**src/rtl/relu_act_pipe.sv**
```systemverilog
// relu_act_pipe: multi-lane, two-stage fixed-point activation unit with
// valid/ready flow control. Placed between the MAC accumulator output and the
// next layer's input buffer.
//   Stage 1 applies the per-beat mode to every IN_W lane:
//     00 bypass, 01 ReLU, 10 ReLU6 (clamp at THRESHOLD), 11 leaky ReLU.
//   Stage 2 rescales each lane to OUT_W by an arithmetic right shift of SHIFT
//     bits and saturates the result.
//   clip_cnt counts lanes hit by the ReLU6 top clamp or by output saturation.
//
// Build option: define RELU_ROUND_EN for round-half-up rescaling. With the
// macro undefined, the rescale truncates. Ports and latency are the same in
// both builds.
//
// Ports:
//   clk        in   rising-edge clock
//   rst_n      in   synchronous reset, active low
//   in_valid   in   input beat valid
//   in_ready   out  unit can accept a beat (combinational, = advance)
//   in_mode    in   [1:0] activation mode, sampled with the beat
//   in_data    in   [LANES*IN_W-1:0] packed signed lanes, lane 0 in LSBs
//   out_valid  out  output beat valid
//   out_ready  in   downstream accepts the beat
//   out_data   out  [LANES*OUT_W-1:0] packed signed results, lane 0 in LSBs
//   clip_cnt   out  [CNT_W-1:0] saturating clip event counter
//   clr_cnt    in   synchronous clear of clip_cnt (wins over increment)
module relu_act_pipe #(
  parameter int unsigned LANES      = 4,
  parameter int unsigned IN_W       = 32,
  parameter int unsigned OUT_W      = 16,
  parameter int unsigned FRAC_IN    = 15,
  parameter int unsigned SHIFT      = 8,
  parameter int unsigned THRESHOLD  = 6,
  parameter int unsigned LEAK_SHIFT = 3,
  parameter int unsigned CNT_W      = 16
) (
  input  logic                     clk,
  input  logic                     rst_n,
  input  logic                     in_valid,
  output logic                     in_ready,
  input  logic [1:0]               in_mode,
  input  logic [LANES*IN_W-1:0]    in_data,
  output logic                     out_valid,
  input  logic                     out_ready,
  output logic [LANES*OUT_W-1:0]   out_data,
  output logic [CNT_W-1:0]         clip_cnt,
  input  logic                     clr_cnt
);

  // Stage-2 arithmetic is one bit wider so that the rounding add cannot wrap.
  localparam int unsigned SW  = IN_W + 1;
  localparam int unsigned CW1 = CNT_W + 1;

  localparam logic [1:0] MODE_BYPASS = 2'b00;
  localparam logic [1:0] MODE_RELU   = 2'b01;
  localparam logic [1:0] MODE_RELU6  = 2'b10;
  localparam logic [1:0] MODE_LEAKY  = 2'b11;

  localparam logic signed [IN_W-1:0] T_FXP   = IN_W'(THRESHOLD << FRAC_IN);
  localparam logic signed [SW-1:0]   OUT_MAX = {{(SW-OUT_W+1){1'b0}}, {(OUT_W-1){1'b1}}};
  localparam logic signed [SW-1:0]   OUT_MIN = {{(SW-OUT_W+1){1'b1}}, {(OUT_W-1){1'b0}}};
  localparam logic [CW1-1:0]         CNT_MAX = {1'b0, {CNT_W{1'b1}}};
`ifdef RELU_ROUND_EN
  localparam logic signed [SW-1:0]   RND     = SW'(1) << (SHIFT - 1);
`endif

  logic                     adv;
  logic                     s1_valid;
  logic signed [IN_W-1:0]   s1_val [LANES];
  logic [LANES-1:0]         s1_top;

  logic signed [IN_W-1:0]   in_lane [LANES];
  logic signed [IN_W-1:0]   s1_nxt  [LANES];
  logic [LANES-1:0]         s1_top_nxt;

  logic signed [SW-1:0]     y_c [LANES];
  logic [LANES-1:0]         sat_c;
  logic [LANES-1:0]         clip_c;
  logic [LANES*OUT_W-1:0]   out_nxt;
  logic [CW1-1:0]           inc_c;
  logic [CW1-1:0]           cnt_sum;
  logic [CNT_W-1:0]         cnt_nxt;

  // Both stages advance together whenever the output register is free or draining.
  assign adv      = !out_valid || out_ready;
  assign in_ready = adv;

  for (genvar g = 0; g < int'(LANES); g++) begin : g_lane
    assign in_lane[g] = in_data[g*IN_W +: IN_W];
  end

  // Stage 1: apply the activation mode to each lane and flag the ReLU6 top clamp.
  always_comb begin
    s1_top_nxt = '0;
    for (int l = 0; l < int'(LANES); l++) begin
      s1_nxt[l] = in_lane[l];
      case (in_mode)
        MODE_RELU: begin
          if (in_lane[l][IN_W-1]) s1_nxt[l] = '0;
        end
        MODE_RELU6: begin
          if (in_lane[l][IN_W-1]) begin
            s1_nxt[l] = '0;
          end else if (in_lane[l] > T_FXP) begin
            s1_nxt[l]     = T_FXP;
            s1_top_nxt[l] = 1'b1;
          end
        end
        MODE_LEAKY: begin
          if (in_lane[l][IN_W-1]) s1_nxt[l] = in_lane[l] >>> LEAK_SHIFT;
        end
        MODE_BYPASS: ;
        default: ;
      endcase
    end
  end

  // Stage 2: rescale, saturate to OUT_W, and count the clipped lanes of the beat.
  always_comb begin
    sat_c   = '0;
    out_nxt = '0;
    inc_c   = '0;
    for (int l = 0; l < int'(LANES); l++) begin
`ifdef RELU_ROUND_EN
      y_c[l] = ($signed({s1_val[l][IN_W-1], s1_val[l]}) + RND) >>> SHIFT;
`else
      y_c[l] = $signed({s1_val[l][IN_W-1], s1_val[l]}) >>> SHIFT;
`endif
      out_nxt[l*OUT_W +: OUT_W] = y_c[l][OUT_W-1:0];
      if (y_c[l] > OUT_MAX) begin
        out_nxt[l*OUT_W +: OUT_W] = OUT_MAX[OUT_W-1:0];
        sat_c[l]                  = 1'b1;
      end else if (y_c[l] < OUT_MIN) begin
        out_nxt[l*OUT_W +: OUT_W] = OUT_MIN[OUT_W-1:0];
        sat_c[l]                  = 1'b1;
      end
    end
    clip_c = s1_top | sat_c;
    for (int l = 0; l < int'(LANES); l++) begin
      inc_c = inc_c + CW1'(clip_c[l]);
    end
    cnt_sum = {1'b0, clip_cnt} + inc_c;
    cnt_nxt = (cnt_sum > CNT_MAX) ? CNT_MAX[CNT_W-1:0] : cnt_sum[CNT_W-1:0];
  end

  // Pipeline registers and the clip counter.
  always_ff @(posedge clk) begin
    if (!rst_n) begin
      s1_valid  <= 1'b0;
      s1_top    <= '0;
      out_valid <= 1'b0;
      out_data  <= '0;
      clip_cnt  <= '0;
      for (int l = 0; l < int'(LANES); l++) s1_val[l] <= '0;
    end else begin
      if (clr_cnt) begin
        clip_cnt <= '0;
      end else if (adv && s1_valid) begin
        clip_cnt <= cnt_nxt;
      end
      if (adv) begin
        s1_valid  <= in_valid;
        out_valid <= s1_valid;
        if (in_valid) begin
          s1_top <= s1_top_nxt;
          for (int l = 0; l < int'(LANES); l++) s1_val[l] <= s1_nxt[l];
        end
        if (s1_valid) out_data <= out_nxt;
      end
    end
  end

endmodule

```
**config.mk**
```make
export PLATFORM = sky130hd
export DESIGN_NAME = relu_act_pipe
export DESIGN_NICKNAME = d
export VERILOG_FILES = /design/src/rtl/relu_act_pipe.sv
export SDC_FILE = /design/constraint.sdc
export NUM_CORES = 1
export LEC_CHECK = 0
export ABC_CLOCK_PERIOD_IN_PS = 5300
export BUFFER_PORTS_ARGS = -buffer_cell sky130_fd_sc_hd__buf_4
export CAP_MARGIN = 20
export CORE_UTILIZATION = 52
export DETAILED_ROUTE_END_ITERATION = 12
export GPL_TIMING_DRIVEN = 0
export HOLD_SLACK_MARGIN = 0.06
export MAX_ROUTING_LAYER = met4
export PLACE_DENSITY = 0.83
export SLEW_MARGIN = 10
export SYNTH_ARGS = -nofsm -noshare
export SYNTH_HDL_FRONTEND = slang
export SYNTH_SLANG_ARGS = --single-unit
```
**constraint.sdc**
```tcl
create_clock -name clk -period 5.3 [get_ports clk]
set_clock_uncertainty 0.2 [all_clocks]
set_input_delay 0.53 -clock clk [delete_from_list [all_inputs] [get_ports clk]]
set_output_delay 0.53 -clock clk [all_outputs]
set_load 0.01 [all_outputs]
```
==> out/results.txt, run 1 <==
Post-layout util: 69.0%
Die width: 129 µm
Routed wl met2: 12100 µm
Pin count of the biggest net entering global routing: 52
CTS Hold Bufs: 0
Status: completed
Ports: 217
Primary FF master, synth: edfxtp_1
Clk slew on worst S/H paths: 0.07 ns
Final worst path period share: 78.2%
Ys async rst share: 0%
Inserted Clock Buffers: 17
Filler Cell Count: 1222
Crit Path Category: reg -> reg
Worst VDD drop: 0.000253 V
Post-CTS Setup Inserts: 0
Area of placed instances: 10300 µm²
Max-slew violations: 0
Max Used Layer: met4
WP data required: 5.45 ns
IO Port Bufs: 212
DRT antenna net count: 0
Vias in the first global route: 7402
Setup TNS: 0 ns
Unrepaired setup endpoints after global routing: false
Diode count: 0
Syn nets: 919
P&R area growth vs syn: 29.7%
Vias: 7847
First-pass GRT wire length: 38000 µm
Die area: 16700 µm²
Yosys cell types: 57
Initial antenna violation count: 0
# setup viols final: 0
Fin area: 10900 µm²
Post-synth top area cell: edfxtp_1
Layout cells sized above 1: 27.1%
Cell row count: 46
Maximum buffer depth of the clock tree: 2
Max-slew headroom: 41.2%
Pleak: 4.32 nW
Post-Syn Area: 8420 µm²
Core area: 15800 µm²
Met3 routed WL: 2250 µm
Clk_lat worst skew: 0.44 ns
Least-Margin Pin Slew: 0.876 ns
Drt initial violations: 828
WL final: 24700 µm
Tightest Hold Check Type: in -> reg
Share of the synthesized area in the top cell type: 34.3%
H-tree levels: 4
CTS tree: done
Max cap viols: 0
Post-CTS resize count: 0
Final nets: 1151
WL/cell: 19.9 µm
CTS Root Buffer Type: clkbuf_16
Synth Instances: 780
FF+latch count, synth: 182
Warnings, synthesis: 0
Register area share after synthesis: 54.7%
Final hold vios: 0
DRC violations left: 0
Fmax: 241 MHz
Number of synthesized flops with an enable pin: 96
Total global routing overflow: 0
Dpl hpwl: 17600 µm
Die H: 129 µm
Power density over cell area: 313 nW/µm²
CP Launch Type: flop
Synth top area cells: edfxtp_1 (34%), dfxtp_1 (20%), a22o_1 (6.9%)
Worst-path maximum fanout: 10
Pre-antenna DRT Iters: 5
Placer congestion estimate: 0.898
Global Route Usage Sum: 30.8%
Initial Util: 53.2%
Tmin final: 4.15 ns
CP endpoint kind: flop
Avg Vias per Cell: 6.33
Met1 WL: 9490 µm
Syn Area/Cell: 10.8 µm²
CTS Sinks: 182
Crit path DAT: 4.30 ns
## cells in the final DEF (no fill, tap or decap), drive strengths merged, types with 11 or more instances in the layout
cell and count:
nor2b 12, inv 19, a21oi 27, nand2 31, nor3 11, o2bb2ai 63
dfxtp 86, nand4 24, clkbuf 56, nand3 16, nor4 39, buf 226
o21ai 25, a22oi 14, a22o 76, a211oi 13, nor2 102, edfxtp 96
## cell families (layout without fill, tap and decap cells)
kind of cell             Yosys count  count (layout)  share of synthesized area, %
buffers and inverters             68             312                          3.36
adder cells (fa/ha/maj)            4               4                         0.862
AND/OR/NAND/NOR                  260             260                          15.4
flip-flops                       182             182                          54.7
XOR/XNOR                           4               4                         0.416
AO/OA/AOI/OAI                    262             262                          25.2
## Yosys cell counts (all sizes together) (2+ instances only)
cell type	count
a211oi	13
a21oi	27
a221oi	8
a22o	76
a22oi	14
a31oi	8
a32o	8
a41oi	5
and2	4
and3	6
buf	13
clkbuf	36
clkinv	2
dfxtp	86
edfxtp	96
fa	3
inv	17
nand2	31
nand2b	3
nand3	16
nand4	24
nor2	102
nor2b	12
nor3	11
nor4	39
o21ai	25
o2bb2ai	63
o31ai	2
o32ai	6
or2	3
or3b	2
or4	3
xnor2	2
xor2	2
## metrics by stage
| step | std cells | hold slack, ns | total power, mW | setup WS, ns |
|---|---|---|---|---|
| finish | 1240 | 0.187 | 3.42 | 1.15 |
| global placement | 1208 | 0.241 | 2.13 | 0.188 |
| global route | 1240 | 0.177 | 3.53 | 0.792 |
| floorplan | 780 | 0.229 | 1.89 | 1.37 |
| CTS | 1240 | 0.174 | 3.42 | 1.22 |
| detailed placement | 1209 | 0.243 | 2.14 | 1.22 |
## sequential cells by signal, indices dropped and copies added (netlist names)
signal	flops
clip_cnt	16
out_data	64
out_valid	1
s1_top	4
s1_val	96
s1_valid	1
## cell type report
type                            instances  area [µm²]  area share [%]
Tap cell                              216         270            2.48
Clock buffer                           20         457            4.18
Inverter                               19        71.3           0.653
Sequential cell                       182        4600            42.2
Timing Repair Buffer                  213        1620            14.8
Multi-Input combinational cell        530        3540            32.4
Clock inverter                         11         150            1.38
Buffer                                 49         211            1.94
## layer usage
metal	up-vias	global-route usage, %
met1	3764	36.9
met4	0	13.6
li1	3551	-
met3	72	6.15
met5	-	-
met2	460	50.6
## critical path, stage by stage (launching register included)
cell and delay (ns):
edfxtp_1 0.38, nor4_1 0.07, a21oi_1 0.48, clkbuf_1 0.46, nor2_1 0.14, fa_1 0.47, inv_1 0.09, fa_1 0.21
fa_1 0.24, inv_1 0.09, nor3_1 0.59, nand3_1 0.40, a31oi_1 0.24
## path summary, 6_finish.rpt
check,depth (start not counted),startpoint,slack (ns),to
min,2,in_data[31],0.19,s1_top[0]$_SDFFE_PN0P_
min reg2reg,2,s1_top[3]$_SDFFE_PN0P_,0.25,s1_top[3]$_SDFFE_PN0P_
max,12,s1_val[0][27]$_SDFFCE_PN0P_,1.15,clip_cnt[7]$_SDFFE_PP0P_
max reg2reg,12,s1_val[0][27]$_SDFFCE_PN0P_,1.15,clip_cnt[7]$_SDFFE_PP0P_
## power by group
| part | switching, mW | internal (mW) |
|---|---|---|
| clock | 0.531 | 0.767 |
| combinational | 0.279 | 0.215 |
| sequential | 0.0448 | 1.58 |
| total | 0.855 | 2.57 |
Power figures use the tool's default switching activity.
==> run 2: changes to the inputs <==
- ABC_CLOCK_PERIOD_IN_PS: 5300 -> 3750
- CORE_UTILIZATION: 52 -> 48
- PLACE_DENSITY: 0.83 -> 0.8
- clock period: 5.3 -> 3.75 ns (I/O delays scaled with it)
==> out/results.txt, run 2 (synthesis gave the netlist of run 1 again) <==
Multi-input gate area: 3640 µm² (was 3540 µm²)
Die area: 18100 µm² (was 16700 µm²)
FF-to-FF setup slack: 0.09 ns (was 1.15 ns)
Initial Util: 48.8% (was 53.2%)
Layout cells sized above 1: 27.9% (was 27.1%)
Cell row count: 48 (was 46)
Worst-path maximum fanout: 11 (was 10)
Pre-antenna DRT Iters: 5 (unchanged)
Final worst path period share: 97.6% (was 78.2%)
Reg with most FFs: s1_val (unchanged)
Placer congestion estimate: 0.902 (was 0.898)
Bufs and invs on worst path: 2 (was 3)
Register area: 4600 µm² (unchanged)
Tightest Hold Check Type: in -> reg (unchanged)
Crit path DAT: 3.80 ns (was 4.30 ns)
First-pass GRT wire length: 38700 µm (was 38000 µm)
CP endpoint kind: flop (unchanged)
Worst Setup Slack post-DPL: -0.464 ns (was 1.22 ns)
DRC violations left: 0 (unchanged)
Slowest stage delay, CP: 0.56 ns (was 0.59 ns)
Commonest non-fill, non-tap cell in the layout: buf_4 (unchanged)
P&R area growth vs syn: 35.8% (was 29.7%)
Clk_lat worst skew: 0.43 ns (was 0.44 ns)
# setup viols final: 0 (unchanged)
Avg Vias per Cell: 6.18 (was 6.33)
Max FFs per register: 96 (unchanged)
Initial antenna violation count: 0 (unchanged)
CP Launch Type: flop (unchanged)
Die H: 134 µm (was 129 µm)
Critical path's top delay family: simple AND/OR/NAND/NOR gates (unchanged)
CTS tree: done (unchanged)
Final Power: 4.87 mW (was 3.42 mW)
Filler Cell Count: 1330 (was 1222)
Final hold slack: 0.0662 ns (was 0.187 ns)
Crit Path Category: reg -> reg (unchanged)
Vias: 7988 (was 7847)
Pin count of the biggest net entering global routing: 62 (was 52)
Total global routing overflow: 0 (unchanged)
WL/cell: 19.8 µm (was 19.9 µm)
Inserted Clock Buffers: 17 (unchanged)
CTS Root Buffer Type: clkbuf_16 (unchanged)
Maximum buffer depth of the clock tree: 2 (unchanged)
Crit path max-delay cell type: or4_4 (was nor3_1)
Tmin final: 3.66 ns (was 4.15 ns)
Vias in the first global route: 7512 (was 7402)
Ports: 217 (unchanged)
Global Route Usage Sum: 28.7% (was 30.8%)
Least-Margin Pin Slew: 0.840 ns (was 0.876 ns)
Pleak: 4.53 nW (was 4.32 nW)
WL final: 25500 µm (was 24700 µm)
Post-layout util: 66.3% (was 69.0%)
Core area: 17200 µm² (was 15800 µm²)
Max cap viols: 0 (unchanged)
Commonest cells after routing, fill and taps aside: buf_4 (222), nor2_1 (100), edfxtp_1 (96), dfxtp_1 (86), a22o_1 (66) (was buf_4 (215), nor2_1 (102), edfxtp_1 (96), dfxtp_1 (86), a22o_1 (66))
Power density over cell area: 426 nW/µm² (was 313 nW/µm²)
IO Port Bufs: 212 (unchanged)
DRT antenna net count: 0 (unchanged)
PnR worst setup slack: 0.0899 ns (was 1.15 ns)
Clk slew on worst S/H paths: 0.07 ns (about the same)
Drt initial violations: 904 (was 828)
H-tree levels: 4 (unchanged)
WP data required: 3.89 ns (was 5.45 ns)
CP Cell Sequence: nor4_4 > a21oi_4 > nor2_2 > fa_1 > inv_1 > fa_2 > fa_2 > inv_1 > or4_4 > or2_2 > a221oi_1 (was nor4_1 > a21oi_1 > clkbuf_1 > nor2_1 > fa_1 > inv_1 > fa_1 > fa_1 > inv_1 > nor3_1 > nand3_1 > a31oi_1)
CTS Sinks: 182 (unchanged)
Max-slew violations: 0 (unchanged)
Dpl hpwl: 17900 µm (was 17600 µm)
Top Registers: s1_val x96, out_data x64, clip_cnt x16 (unchanged)
Max-slew headroom: 43.6% (was 41.2%)
Final hold vios: 0 (unchanged)
Fmax: 273 MHz (was 241 MHz)
Final nets: 1192 (was 1151)
Die width: 134 µm (was 129 µm)
Worst VDD drop: 0.000364 V (was 0.000253 V)
Status: completed (unchanged)
[run 2: changes by cell type in the layout (fill, tap and decap cells not counted), moves of 4 or more]
cell,change
buf_4,+7
nor4_1,-4
dlygate4sd3_1,+36
nor4_4,+4
[run 2: what timing repair did]
action	CTS	global route
pin swaps	0	3
setup buffers	0	7
resized for setup	10	8
hold buffers	35	1
setup endpoints to repair	16	12
endpoints found under the hold margin	31	1
[run 2: worst paths after layout]
kind | startpoint | end | cells past startpoint
setup / recovery | s1_val[2][27]$_SDFFCE_PN0P_ | clip_cnt[12]$_SDFFE_PP0P_ | 11
hold / removal | in_data[28] | s1_val[0][25]$_SDFFCE_PN0P_ | 2
setup reg to reg | s1_val[2][27]$_SDFFCE_PN0P_ | clip_cnt[12]$_SDFFE_PP0P_ | 11
hold reg to reg | out_data[63]$_SDFFE_PN0P_ | out_data[63]$_SDFFE_PN0P_ | 2
[run 2: where the power goes]
part	internal, mW	leakage, nW	switching, mW	total, mW
registers	2.24	1.76	0.0716	2.31
clock network	1.04	0.292	0.758	1.80
logic	0.348	2.48	0.410	0.758
total	3.63	4.53	1.24	4.87
[run 2: stage by stage]
step / instances / TNS (ns) / area (µm²)
5_1_grt: 1291 / -0.0413 / 11400
4_1_cts: 1283 / 0 / 11300
2_1_floorplan: 780 / 0 / 8420
3_5_place_dp: 1218 / -4.72 / 10300
6_report: 1292 / 0 / 11400
3_3_place_gp: 1217 / -3.54 / 10300
[run 2: per-layer routing]
layer / vias up / GRT usage [%] / wire length (µm)
met5: - / - / 0
met4: 0 / 11.0 / 635
met3: 52 / 5.22 / 2170
met2: 418 / 47.2 / 12500
met1: 3884 / 35.0 / 10200
li1: 3634 / - / -
[run 2: worst register-to-register path, stage by stage, from the launching register on]
cell	delay, ns
edfxtp_1	0.44
nor4_4	0.37
a21oi_4	0.17
nor2_2	0.20
fa_1	0.43
inv_1	0.09
fa_2	0.23
fa_2	0.22
inv_1	0.08
or4_4	0.56
or2_2	0.29
a221oi_1	0.27
[run 2: area by class of cell]
type / instances / share of cell area (%)
Clock buffer: 21 / 4.13
Sequential cell: 182 / 40.3
Antenna cell: 1 / 0.0219
Buffer: 47 / 1.78
Timing Repair Buffer: 256 / 17.8
Inverter: 19 / 0.624
Clock inverter: 11 / 1.07
Tap cell: 225 / 2.46
Multi-Input combinational cell: 530 / 31.8
